<file path="config.mk">
export PLATFORM = sky130hd
export DESIGN_NAME = stopwatch_display
export DESIGN_NICKNAME = d
export VERILOG_FILES = /design/src/rtl/stopwatch_display.sv
export SDC_FILE = /design/constraint.sdc
export NUM_CORES = 1
export LEC_CHECK = 0
export CAP_MARGIN = 20
export CORE_AREA = 2 2 169 171
export DETAILED_ROUTE_END_ITERATION = 6
export DIE_AREA = 0 0 171 173
export SYNTH_ARGS = -nofsm -noshare
export SYNTH_HDL_FRONTEND = slang
export SYNTH_SLANG_ARGS = --single-unit
</file>
<file path="constraint.sdc">
create_clock -name clk -period 14.17 [get_ports clk]
set_input_delay 2.834 -clock clk [delete_from_list [all_inputs] [get_ports clk]]
set_output_delay 2.834 -clock clk [all_outputs]
set_load 0.005 [all_outputs]
</file>
<file path="src/rtl/stopwatch_display.sv">
// stopwatch_display: six-digit multiplexed 7-segment driver for the stopwatch fields.
// Page 0 shows hh mm ss and page 1 shows yy mm dd. The selected fields are
// snapshotted at each frame boundary and converted to BCD by repeated subtraction.
// The result is shown from the following frame boundary, so digits never change
// mid-frame. Optional build macro PAGE_DEBOUNCE_EN debounces page_btn over
// DEB_CYCLES clocks; without it the synchronized level is used directly.
module stopwatch_display #(
    parameter int SCAN_DIV   = 1000,
    parameter int DEB_CYCLES = 5000
) (
    input  logic       clk,
    input  logic       reset,
    input  logic [5:0] second,
    input  logic [5:0] minute,
    input  logic [4:0] hour,
    input  logic [4:0] day,
    input  logic [3:0] month,
    input  logic [6:0] year,
    input  logic       page_btn,
    output logic [5:0] an,
    output logic [6:0] seg,
    output logic       dp,
    output logic       page
);
    localparam logic [15:0] SCAN_MAX = 16'(SCAN_DIV - 1);
    localparam logic [3:0]  DASH     = 4'hA;

    typedef enum logic [1:0] {IDLE, LOAD, CONV, DONE} state_t;

    generate
        if (SCAN_DIV < 64 || SCAN_DIV > 65535 || DEB_CYCLES < 1) begin : g_param_check
            $error("stopwatch_display: SCAN_DIV or DEB_CYCLES out of range");
        end
    endgenerate

    // ---------------- scan timing ----------------
    logic [15:0] cnt_reg;
    logic [2:0]  idx_reg;
    logic        frame_tick;

    assign frame_tick = (cnt_reg == SCAN_MAX) && (idx_reg == 3'd5);

    // Slot counter and digit index; a frame is six slots of SCAN_DIV clocks
    always_ff @(posedge clk or posedge reset) begin
        if (reset) begin
            cnt_reg <= '0;
            idx_reg <= '0;
        end else if (cnt_reg == SCAN_MAX) begin
            cnt_reg <= '0;
            idx_reg <= (idx_reg == 3'd5) ? 3'd0 : idx_reg + 3'd1;
        end else begin
            cnt_reg <= cnt_reg + 16'd1;
        end
    end

    // ---------------- page button ----------------
    logic sync1_reg, sync2_reg;
    logic level;
    logic level_prev_reg;
    logic page_pend_reg;
    logic page_reg;

    // Two-flop synchronizer for the asynchronous push-button
    always_ff @(posedge clk or posedge reset) begin
        if (reset) begin
            sync1_reg <= 1'b0;
            sync2_reg <= 1'b0;
        end else begin
            sync1_reg <= page_btn;
            sync2_reg <= sync1_reg;
        end
    end

`ifdef PAGE_DEBOUNCE_EN
    localparam int               DEB_W   = $clog2(DEB_CYCLES + 1);
    localparam logic [DEB_W-1:0] DEB_MAX = DEB_W'(DEB_CYCLES - 1);
    logic [DEB_W-1:0] deb_cnt_reg;
    logic             deb_level_reg;

    // Accept a new level only once it has differed for DEB_CYCLES straight clocks
    always_ff @(posedge clk or posedge reset) begin
        if (reset) begin
            deb_cnt_reg   <= '0;
            deb_level_reg <= 1'b0;
        end else if (sync2_reg == deb_level_reg) begin
            deb_cnt_reg <= '0;
        end else if (deb_cnt_reg == DEB_MAX) begin
            deb_level_reg <= sync2_reg;
            deb_cnt_reg   <= '0;
        end else begin
            deb_cnt_reg <= deb_cnt_reg + DEB_W'(1);
        end
    end

    assign level = deb_level_reg;
`else
    assign level = sync2_reg;
`endif

    // Press toggles the pending page; the visible page follows at a frame boundary
    always_ff @(posedge clk or posedge reset) begin
        if (reset) begin
            level_prev_reg <= 1'b0;
            page_pend_reg  <= 1'b0;
            page_reg       <= 1'b0;
        end else begin
            level_prev_reg <= level;
            if (level && !level_prev_reg) begin
                page_pend_reg <= ~page_pend_reg;
            end
            if (frame_tick) begin
                page_reg <= page_pend_reg;
            end
        end
    end

    assign page = page_reg;

    // ---------------- field selection ----------------
    // Field 0 is the rightmost pair, field 2 the leftmost
    logic [6:0] time_f [3];
    logic [6:0] date_f [3];
    logic [6:0] sel_f  [3];

    assign time_f[0] = {1'b0, second};
    assign time_f[1] = {1'b0, minute};
    assign time_f[2] = {2'b0, hour};
    assign date_f[0] = {2'b0, day};
    assign date_f[1] = {3'b0, month};
    assign date_f[2] = year;

    genvar gi;
    generate
        for (gi = 0; gi < 3; gi++) begin : g_sel
            assign sel_f[gi] = page_pend_reg ? date_f[gi] : time_f[gi];
        end
    endgenerate

    // ---------------- binary to BCD conversion ----------------
    state_t     state_reg;
    logic [1:0] fld_reg;
    logic [6:0] work_reg;
    logic [3:0] tens_reg;
    logic [6:0] snap_reg [3];
    logic [7:0] conv_reg [3];
    logic [7:0] pend_reg [3];
    logic [7:0] disp_reg [3];

    // Snapshot at each boundary, then subtract 10 per clock, one field after another
    always_ff @(posedge clk or posedge reset) begin
        if (reset) begin
            state_reg <= IDLE;
            fld_reg   <= '0;
            work_reg  <= '0;
            tens_reg  <= '0;
            for (int i = 0; i < 3; i++) begin
                snap_reg[i] <= '0;
                conv_reg[i] <= '0;
                pend_reg[i] <= '0;
            end
        end else if (frame_tick) begin
            // A boundary always (re)starts conversion, aborting any unfinished one
            for (int i = 0; i < 3; i++) begin
                snap_reg[i] <= sel_f[i];
            end
            state_reg <= LOAD;
        end else begin
            case (state_reg)
                LOAD: begin
                    fld_reg   <= 2'd0;
                    work_reg  <= snap_reg[0];
                    tens_reg  <= '0;
                    state_reg <= CONV;
                end
                CONV: begin
                    if (work_reg >= 7'd10 && work_reg <= 7'd99) begin
                        work_reg <= work_reg - 7'd10;
                        tens_reg <= tens_reg + 4'd1;
                    end else begin
                        // Values above 99 cannot be shown as two digits: show dashes
                        conv_reg[fld_reg] <= (work_reg > 7'd99) ? {DASH, DASH}
                                                                : {tens_reg, work_reg[3:0]};
                        if (fld_reg == 2'd2) begin
                            state_reg <= DONE;
                        end else begin
                            fld_reg  <= fld_reg + 2'd1;
                            work_reg <= snap_reg[fld_reg + 2'd1];
                            tens_reg <= '0;
                        end
                    end
                end
                DONE: begin
                    for (int i = 0; i < 3; i++) begin
                        pend_reg[i] <= conv_reg[i];
                    end
                    state_reg <= IDLE;
                end
                default: state_reg <= IDLE;
            endcase
        end
    end

    // Display digits only change at a frame boundary
    always_ff @(posedge clk or posedge reset) begin
        if (reset) begin
            for (int i = 0; i < 3; i++) begin
                disp_reg[i] <= '0;
            end
        end else if (frame_tick) begin
            for (int i = 0; i < 3; i++) begin
                disp_reg[i] <= pend_reg[i];
            end
        end
    end

    // ---------------- output stage ----------------
    logic [7:0] cur_pair;
    logic [3:0] cur_digit;
    logic [6:0] seg_next;

    // Pick the digit for the current slot and encode it (active-low {g,f,e,d,c,b,a})
    always_comb begin
        cur_pair  = disp_reg[idx_reg[2:1]];
        cur_digit = idx_reg[0] ? cur_pair[7:4] : cur_pair[3:0];
        seg_next  = 7'b1111111;
        case (cur_digit)
            4'd0:    seg_next = 7'b1000000;
            4'd1:    seg_next = 7'b1111001;
            4'd2:    seg_next = 7'b0100100;
            4'd3:    seg_next = 7'b0110000;
            4'd4:    seg_next = 7'b0011001;
            4'd5:    seg_next = 7'b0010010;
            4'd6:    seg_next = 7'b0000010;
            4'd7:    seg_next = 7'b1111000;
            4'd8:    seg_next = 7'b0000000;
            4'd9:    seg_next = 7'b0010000;
            DASH:    seg_next = 7'b0111111;
            default: seg_next = 7'b1111111;
        endcase
    end

    // Registered digit enable, segments and decimal points (dp after hours and minutes)
    always_ff @(posedge clk or posedge reset) begin
        if (reset) begin
            an  <= 6'b111111;
            seg <= 7'b1111111;
            dp  <= 1'b1;
        end else begin
            an  <= ~(6'd1 << idx_reg);
            seg <= seg_next;
            dp  <= !(idx_reg == 3'd2 || idx_reg == 3'd4);
        end
    end

endmodule
</file>
==> run metrics, run 1 <==
Main synth FF type dfrtp_1; Critical Path RT 11.34 ns; Core ar. between 20,000 and 30,000 µm²; buffers added on ports 50; setup_tns 0 ns; slowest CP cell dfstp_2; Synth Area per Inst between 10 and 15 µm²; initial antenna violation count 0; CTS Buf Count 17; first-pass iteration count of the detailed router 5; Post-synth EDFFs 0; GR Util All Layers 0.0971; Max VDD drop around 0.09 mV; Layout area overhead 21.4%; fin. max-slew vios 0; # Max-Cap Violations 0; yosys warns 0; post-CTS setup buffers 0; cell family with most CP delay flip-flops; Area contributors post-synth dfrtp_1 47%, nand2_1 6.7%, dfstp_2 5.3%; actual slew at the worst max-slew pin 1.03 ns; cell taking the most area after synthesis dfrtp_1; Cell Chain, Critical Path clkdlybuf4s50_1; Setup violations, final 0; CTS Sinks between 100 and 150; most frequent cell after synthesis dfrtp_1; final wirelength ~13,000 µm; antenna-violating nets left 0; DRT iter0 DRCs around 220; startpoint type of the worst setup path register; top cell type's share of synthesized area 0.473; Seq/Total Area, Yosys 0.527; Crit Path Max Fanout 1; status finished, final reports clean; Leak ~3.9 nW; Slew headroom 0.316; Reg area between 3000 and 4000 µm²; # DRC 0; Final Hold Violating Endpoints 0; die width around 170 µm; TritonCTS clock tree yes; multi-input logic area around 3000 µm²; DPL Wire Length slightly below 9000 µm; die area 29,600 µm²; critical path class register to primary output; RSZ-0062 raised after global routing no; Fmax between 200 and 250 MHz; gpl congestion 0.770; DR vias between 4,000 and 5,000; boundary pin count just over 50; syn nets 661; number of diodes 0; Syn Std Cell Area between 6000 and 7000 µm²; Crit. End Element primary output; largest net degree at the start of global routing 90; first-pass GRT wire length between 20,000 and 25,000 µm; Netlist cell types 66; dpl ws 9.29 ns; fill count 2,926; clk_lat worst skew 0.43 ns; Final nets roughly 710; post-synthesis instance total 609; slowest cell delay on critical path 0.52 ns; Worst Path Arrival roughly 1.4 ns; power per cell area around 110 nW/µm²; Synth Register Bits 144; Hold WC Path Type register to register; clk buf depth 2; fin worst setup slack 9.90 ns; Post-synth top cells 130 x dfrtp_1, 122 x nand2_1, 30 x mux2_1; Initial Utilization 0.249; Critical path buffers and inverters 1; cts hold-fix bufs 0; asr flop ratio synth 1.00; via/cell ratio 4.23; CTS H-tree lvls 4; Final period util 0.301; final setup skew about 0.0088 ns; # rows just over 60; vias in the first global route around 4,400; total grt overflow 0; CTS clk-pin slew, worst paths roughly 0.060 ns; minimum clock period between 4 and 5 ns; Resized cells post-CTS 0; fraction of layout instances using a drive strength above 1 0.150; average wire per cell in the routed design 12.8 µm; root buffer cell clkbuf_16; Chip Height between 150 and 200 µm
-- area by class of cell --
class,instances,area share
sequential,144,0.434
tap,378,0.0567
multi-input combinational,414,0.363
timing repair buffer,56,0.0701
inverter,21,0.0100
clock inverter,13,0.0135
clock buffer,18,0.0526
-- per-stage QoR --
stage	total power [mW]	utilization	cell area (µm²)	hold slack, ns	std cells
CTS	0.895	0.300	8290	0.357	1041
global placement	0.472	0.280	7730	0.336	1010
floorplan	0.454	-	6880	0.331	609
global route	0.920	0.302	8350	0.365	1044
detailed placement	0.472	0.280	7730	0.343	1010
finish	0.884	0.302	8350	0.356	1044
-- cells in the final DEF (no fill, tap or decap), drive strengths merged, types with 5 or more instances in the layout --
cell,instances
dfrtp,130
nand2,124
mux2,59
clkdlybuf4s50,50
mux2i,28
o21ai,25
inv,23
nand3,19
nor2,19
clkbuf,18
ha,16
dfstp,14
a21oi,14
xnor2,9
nand4,9
and2,7
clkinv,7
a22oi,6
nor3,6
xor2,6
nor2b,6
buf,6
o221ai,5
o211ai,5
-- report_power, final --
part           switching [mW]  internal [mW]  total (mW)
clock network           0.176          0.245       0.420
registers              0.0125          0.413       0.426
logic                  0.0142         0.0241      0.0382
total                   0.202          0.682       0.884
-- metal layers --
metal	vias to the layer above	part of all wire	global-route usage
met5	-	0	0
met2	70	0.44	0.145
met4	0	0.015	0.0381
met3	15	0.033	0.0256
met1	2130	0.51	0.134
li1	2201	-	-
-- path summary, 6_finish.rpt --
| kind | from | to | slack [ns] | depth (start not counted) |
|---|---|---|---|---|
| worst max-delay path | seg[6] | seg[6] | 9.90 | 1 |
| worst max register to register | cnt_reg[0] | pend_reg[2] | 11.07 | 7 |
| worst min-delay path | sync1_reg | level | 0.36 | 0 |
| min in group asynchronous | reset | state_reg[0] | 2.84 | 2 |
| worst min register to register | sync1_reg | level | 0.36 | 0 |
| max in group asynchronous | reset | an[5] | 10.13 | 4 |
-- cell families after synthesis --
kind of cell             Yosys count  synth area share
AND/OR/NAND/NOR                  218             0.162
flip-flops                       144             0.527
multiplexers                      87             0.150
AO/OA/AOI/OAI                     78            0.0801
buffers and inverters             51            0.0324
adder cells (fa/ha/maj)           16            0.0291
XOR/XNOR                          15            0.0191
Note: power is estimated with default switching activity, not from simulation.
==> inputs of run 2 (changes only) <==
- clock period: 14.17 -> 3.5 ns (I/O delays scaled with it)
==> run 2 against run 1 <==
  * Final cell count rose by 0.19%
  * Clock power rose to 4.3 times the previous value
  * Flip-flop and latch count unchanged
  * Worst setup slack lost 9.1 ns
  * Global-route usage down 0.26 points
  * Power increased to 4.2 times the previous value
  * Register-to-register slack worse by 10 ns
  * Final area rose by 0.40%
  * Via count is 1.0% higher
  * Combinational power grew to 4.1 times the previous value
  * Highest routed layer unchanged
==> run metrics, run 2 (synthesized netlist as in run 1, its figures left out) <==
status finished, final reports clean; die width 171 µm (unchanged); Core ar. 27,600 µm² (unchanged); Initial Utilization 0.249 (unchanged); RSZ-0062 raised after global routing no; power per cell area 441 nW/µm² (+320%); Chip Height 173 µm (unchanged); total grt overflow 0 (unchanged); hold depth 0 (unchanged); antenna-violating nets left 0 (unchanged); Resized cells post-CTS 0 (unchanged); # Max-Cap Violations 0 (unchanged); Final nets 707 (+0.14%); Final Hold Violating Endpoints 0 (unchanged); post-CTS setup buffers 0 (unchanged); initial antenna violation count 0 (unchanged); Cell Chain, Critical Path ha_1 -> and3_1 -> and4_1 -> a21oi_1 -> nand2_1 -> a211o_1; final setup skew 0.0121 ns (+0.00329 ns); fin worst setup slack 0.769 ns (-9.14 ns); DR vias 4,462 (+1.0%); # DRC 0 (unchanged); via/cell ratio 4.27 (+0.85%); number of diodes 0 (unchanged); Max VDD drop 0.311 mV (+240%); most frequent cells in the layout 130 x dfrtp_1, 122 x nand2_1, 50 x clkdlybuf4s50_1; cell family with most CP delay compound AO/OA/AOI/OAI gates; Critical path buffers and inverters 0 (-1); Worst Path Arrival 3.03 ns (+1.60 ns); CTS Sinks 144 (unchanged); buffers added on ports 50 (unchanged); vias in the first global route 4,393 (+0.71%); startpoint type of the worst setup path register; fin. max-slew vios 0 (unchanged); Fmax around 370 MHz; hold path endpoint level; boundary pin count 51 (unchanged); Leak 3.91 nW (+0.12%); Final period util 0.780; cts hold-fix bufs 0 (unchanged); Hold WC Path Type register to register; clk_lat worst skew 0.42 ns (about the same); Reg2Reg Depth 6 (-1); largest net degree at the start of global routing 63 (-30%); first-pass iteration count of the detailed router 4 (-1); DRT iter0 DRCs 263 (+22%); CTS Buf Count 17 (unchanged); critical path class register to register; worst reg-to-reg setup slack 0.77 ns (-10.30 ns); Critical Path RT 3.80 ns (-7.54 ns); FF-to-FF End work_reg[1]; commonest non-fill, non-tap cell in the layout dfrtp_1; CTS clk-pin slew, worst paths 0.07 ns (about the same); slowest cell delay on critical path 0.89 ns (+0.37 ns); Layout area overhead 21.9%; average wire per cell in the routed design 12.5 µm (-1.8%); # rows 61 (unchanged); gpl congestion 0.821 (+6.6%); first-pass GRT wire length 22,500 µm (-1.1%); root buffer cell clkbuf_16; final wirelength 13,100 µm (-1.6%); minimum clock period 2.73 ns; setup_tns 0 ns (unchanged); dpl ws 0.813 ns (-8.48 ns); reg2reg start cnt_reg[0]; Crit. End Element register; hold wc startpoint sync1_reg; CTS H-tree lvls 4 (unchanged); Crit Path Max Fanout 16 (+15); die area 29,600 µm² (unchanged); actual slew at the worst max-slew pin 1.03 ns (+0.000236 ns); Final Power 3.69 mW (+320%); clk buf depth 2 (unchanged); slowest CP cell a21oi_1; DPL Wire Length 9190 µm (+3.0%); Slew headroom 0.315 (about the same); GR Util All Layers 0.0945 (-0.00257); fraction of layout instances using a drive strength above 1 0.151 (+0.00105); TritonCTS clock tree yes; Setup violations, final 0 (unchanged)
## run 2: cell types whose count changed in the layout (fill, tap and decap cells not counted)
cell | previous run | this run
inv_8 | 0 | 1
clkinv_2 | 5 | 1
buf_4 | 4 | 5
clkbuf_1 | 0 | 1
inv_6 | 4 | 3
clkinvlp_4 | 3 | 4
buf_16 | 2 | 0
bufinv_16 | 1 | 2
clkinv_4 | 1 | 3
buf_12 | 0 | 2
## run 2: worst max-delay path by stage
stage,depth (start not counted),endpoint,startpoint
finish,6,work_reg[1],cnt_reg[0]
global route,6,work_reg[1],cnt_reg[0]
CTS,6,work_reg[1],cnt_reg[0]
detailed placement,6,work_reg[1],cnt_reg[0]
global placement,6,work_reg[1],cnt_reg[0]
floorplan,1,cnt_reg[0],reset
## run 2: layer usage
metal  vias up  GRT usage  part of all wire
met1      2158      0.130              0.51
li1       2211          -                 -
met3        17     0.0263             0.035
met5         -          0                 0
met4         0     0.0350             0.016
met2        76      0.141              0.44
## run 2: report_power, final
part / switching [mW] / total (mW) / internal (mW)
registers: 0.0523 / 1.72 / 1.67
clock network: 0.732 / 1.81 / 1.08
logic: 0.0559 / 0.155 / 0.0991
## run 2: cell type report
class,count,area (µm²)
fill,2926,19200
clock buffer,19,443
multi-input combinational,414,3030
tap,378,473
sequential,144,3620
clock inverter,13,151
inverter,21,82.6
timing repair buffer,57,578
## run 2: per-stage QoR
step           hold WS (ns)  utilization  area (µm²)  cells
2_1_floorplan         0.331            -        6880    609
4_1_cts               0.352        0.303        8380   1046
6_report              0.350        0.303        8380   1046
3_3_place_gp          0.334        0.282        7790   1014
3_5_place_dp          0.338        0.282        7790   1014
5_1_grt               0.359        0.303        8380   1046
## run 2: worst reg2reg max path: stages (launching register included)
cell,delay (ns)
dfrtp_1,0.40
ha_1,0.24
and3_1,0.18
and4_1,0.38
a21oi_1,0.90
nand2_1,0.17
a211o_1,0.34
==> inputs of run 3 (changes only) <==
- clock period: 3.5 -> 2.6 ns (I/O delays scaled with it)
==> run 3 against run 2 <==
  * Final cell count is 0.96% higher
  * Sequential power is 35% higher
  * Clock-buffer cell count is 1 higher
  * Clock skew is 0.00069 ns higher
  * Critical path depth is 1 higher
  * Sequential share of layout area is 0.48 points lower
  * Clock power is 33% higher
  * Worst setup slack worse by 0.60 ns
  * Register-to-register slack worse by 0.60 ns
  * Non-clock buffer count is 10 higher
  * Wire length is 6.0% higher
  * Largest power group unchanged
  * Highest routed layer unchanged
==> run metrics, run 3 (synthesized netlist as in run 1, its figures left out) <==
buffers added on ports 50 (unchanged); Reg area 3620 µm² (unchanged); Critical Path RT 2.90 ns (-0.90 ns); number of diodes 0 (unchanged); DR vias 4,514 (+1.2%); cts hold-fix bufs 0 (unchanged); hold wc startpoint sync1_reg; Final period util 0.935 (+0.154); root buffer cell clkbuf_16; Max VDD drop 0.432 mV (+39%); TritonCTS clock tree yes; hold depth 0 (unchanged); Reg2Reg Depth 7 (+1); # rows 61 (unchanged); initial antenna violation count 0 (unchanged); worst reg-to-reg setup slack 0.17 ns (-0.60 ns); Initial Utilization 0.249 (unchanged); first-pass iteration count of the detailed router 4 (unchanged); # DRC 0 (unchanged); Chip Height 173 µm (unchanged); fraction of layout instances using a drive strength above 1 0.165 (+0.0140); hold path endpoint level; Hold WC Path Type register to register; dpl ws 0.193 ns (-0.620 ns); boundary pin count 51 (unchanged); minimum clock period 2.43 ns (-0.301 ns); Crit. End Element register; CTS Sinks 144 (unchanged); fill count 2,874 (-1.8%); Fmax 411 MHz (+12%); CTS clk-pin slew, worst paths 0.06 ns (about the same); fin worst setup slack 0.170 ns (-0.599 ns); largest net degree at the start of global routing 59 (-6.3%); die width 171 µm (unchanged); CTS H-tree lvls 4 (unchanged); reg2reg start work_reg[2]; post-CTS setup buffers 0 (unchanged); Final Hold Violating Endpoints 0 (unchanged); Layout area overhead 23.3%; average wire per cell in the routed design 13.2 µm (+5.0%); setup_tns 0 ns (unchanged); RSZ-0062 raised after global routing no; fin. max-slew vios 0 (unchanged); CTS Buf Count 17 (unchanged); GR Util All Layers 0.0996 (+0.00508); via/cell ratio 4.27 (+0.21%); non-filler instance count after layout 1,056 (+0.96%); die area 29,600 µm² (unchanged); FF-to-FF End conv_reg[18]; critical path class register to register; status finished, final reports clean; commonest non-fill, non-tap cell in the layout dfrtp_1; Core ar. 27,600 µm² (unchanged); placed cells 1,024 (+0.99%); Slew headroom 0.418 (+0.102); Setup violations, final 0 (unchanged); most frequent cells in the layout 130 x dfrtp_1, 122 x nand2_1, 50 x clkdlybuf4s50_1; power per cell area 584 nW/µm² (+33%); clk buf depth 2 (unchanged); Leak 3.97 nW (+1.6%); startpoint type of the worst setup path register; Resized cells post-CTS 0 (unchanged); DRT iter0 DRCs 373 (+42%); multi-input logic area 3030 µm² (unchanged); Crit Path Max Fanout 12 (-4); # Max-Cap Violations 0 (unchanged); antenna-violating nets left 0 (unchanged); Final nets 717 (+1.4%); DPL Wire Length 9620 µm (+4.6%); total grt overflow 0 (unchanged); actual slew at the worst max-slew pin 0.873 ns (-0.153 ns); clk_lat worst skew 0.42 ns (about the same); Worst Path Arrival 2.73 ns (-0.30 ns); final wirelength 13,900 µm (+6.0%); final setup skew 0.0128 ns (+0.000690 ns); vias in the first global route 4,526 (+3.0%); gpl congestion 0.873 (+6.4%); first-pass GRT wire length 23,700 µm (+5.0%)
[run 3: changes by cell type in the layout (fill, tap and decap cells not counted), sizes merged]
cell / change
buf: +10
clkbuf: +1
inv: +1
clkinvlp: -1
bufinv: -1
[run 3: final cells by class]
class	count	area share
Multi-Input combinational cell	414	0.358
Clock buffer	20	0.0551
Sequential cell	144	0.427
Clock inverter	12	0.0145
Timing Repair Buffer	67	0.0800
Inverter	21	0.00974
Tap cell	378	0.0558
[run 3: report_power, final]
part           switching, mW  internal, mW
sequential            0.0641          2.25
combinational         0.0805         0.144
clock                  0.998          1.41
total                   1.14          3.81
[run 3: worst max-delay path by stage]
stage | slack (ns) | startpoint | end
floorplan | 0.18 | fld_reg[0] | work_reg[0]
CTS | 0.18 | work_reg[2] | conv_reg[16]
global route | 0.02 | idx_reg[0] | seg[3]
finish | 0.17 | work_reg[2] | conv_reg[18]
global placement | 0.24 | work_reg[2] | conv_reg[14]
detailed placement | 0.19 | work_reg[2] | conv_reg[12]
[run 3: metal layers]
metal  global-route usage  vias up  share of wire
met4               0.0275        0         0.0091
met3               0.0266       10          0.035
met5                    0        -              0
met2                0.150       74           0.45
met1                0.141     2212           0.51
li1                     -     2218              -
[run 3: through the flow]
step                cell area, µm²  hold slack (ns)  utilization  power [mW]
finish                        8480            0.348        0.307        4.95
global placement              7890            0.334        0.285        2.59
CTS                           8480            0.353        0.307        5.01
global route                  8480            0.360        0.307        5.14
floorplan                     6880            0.331            -        2.48
detailed placement            7890            0.336        0.285        2.59
[run 3: critical path, stage by stage, from the launching register on]
cell     delay, ns
dfrtp_1       0.43
inv_1         0.15
ha_1          0.26
nor2b_4       0.07
or4b_4        0.62
nand2_4       0.17
nand4_4       0.23
mux2_4        0.37
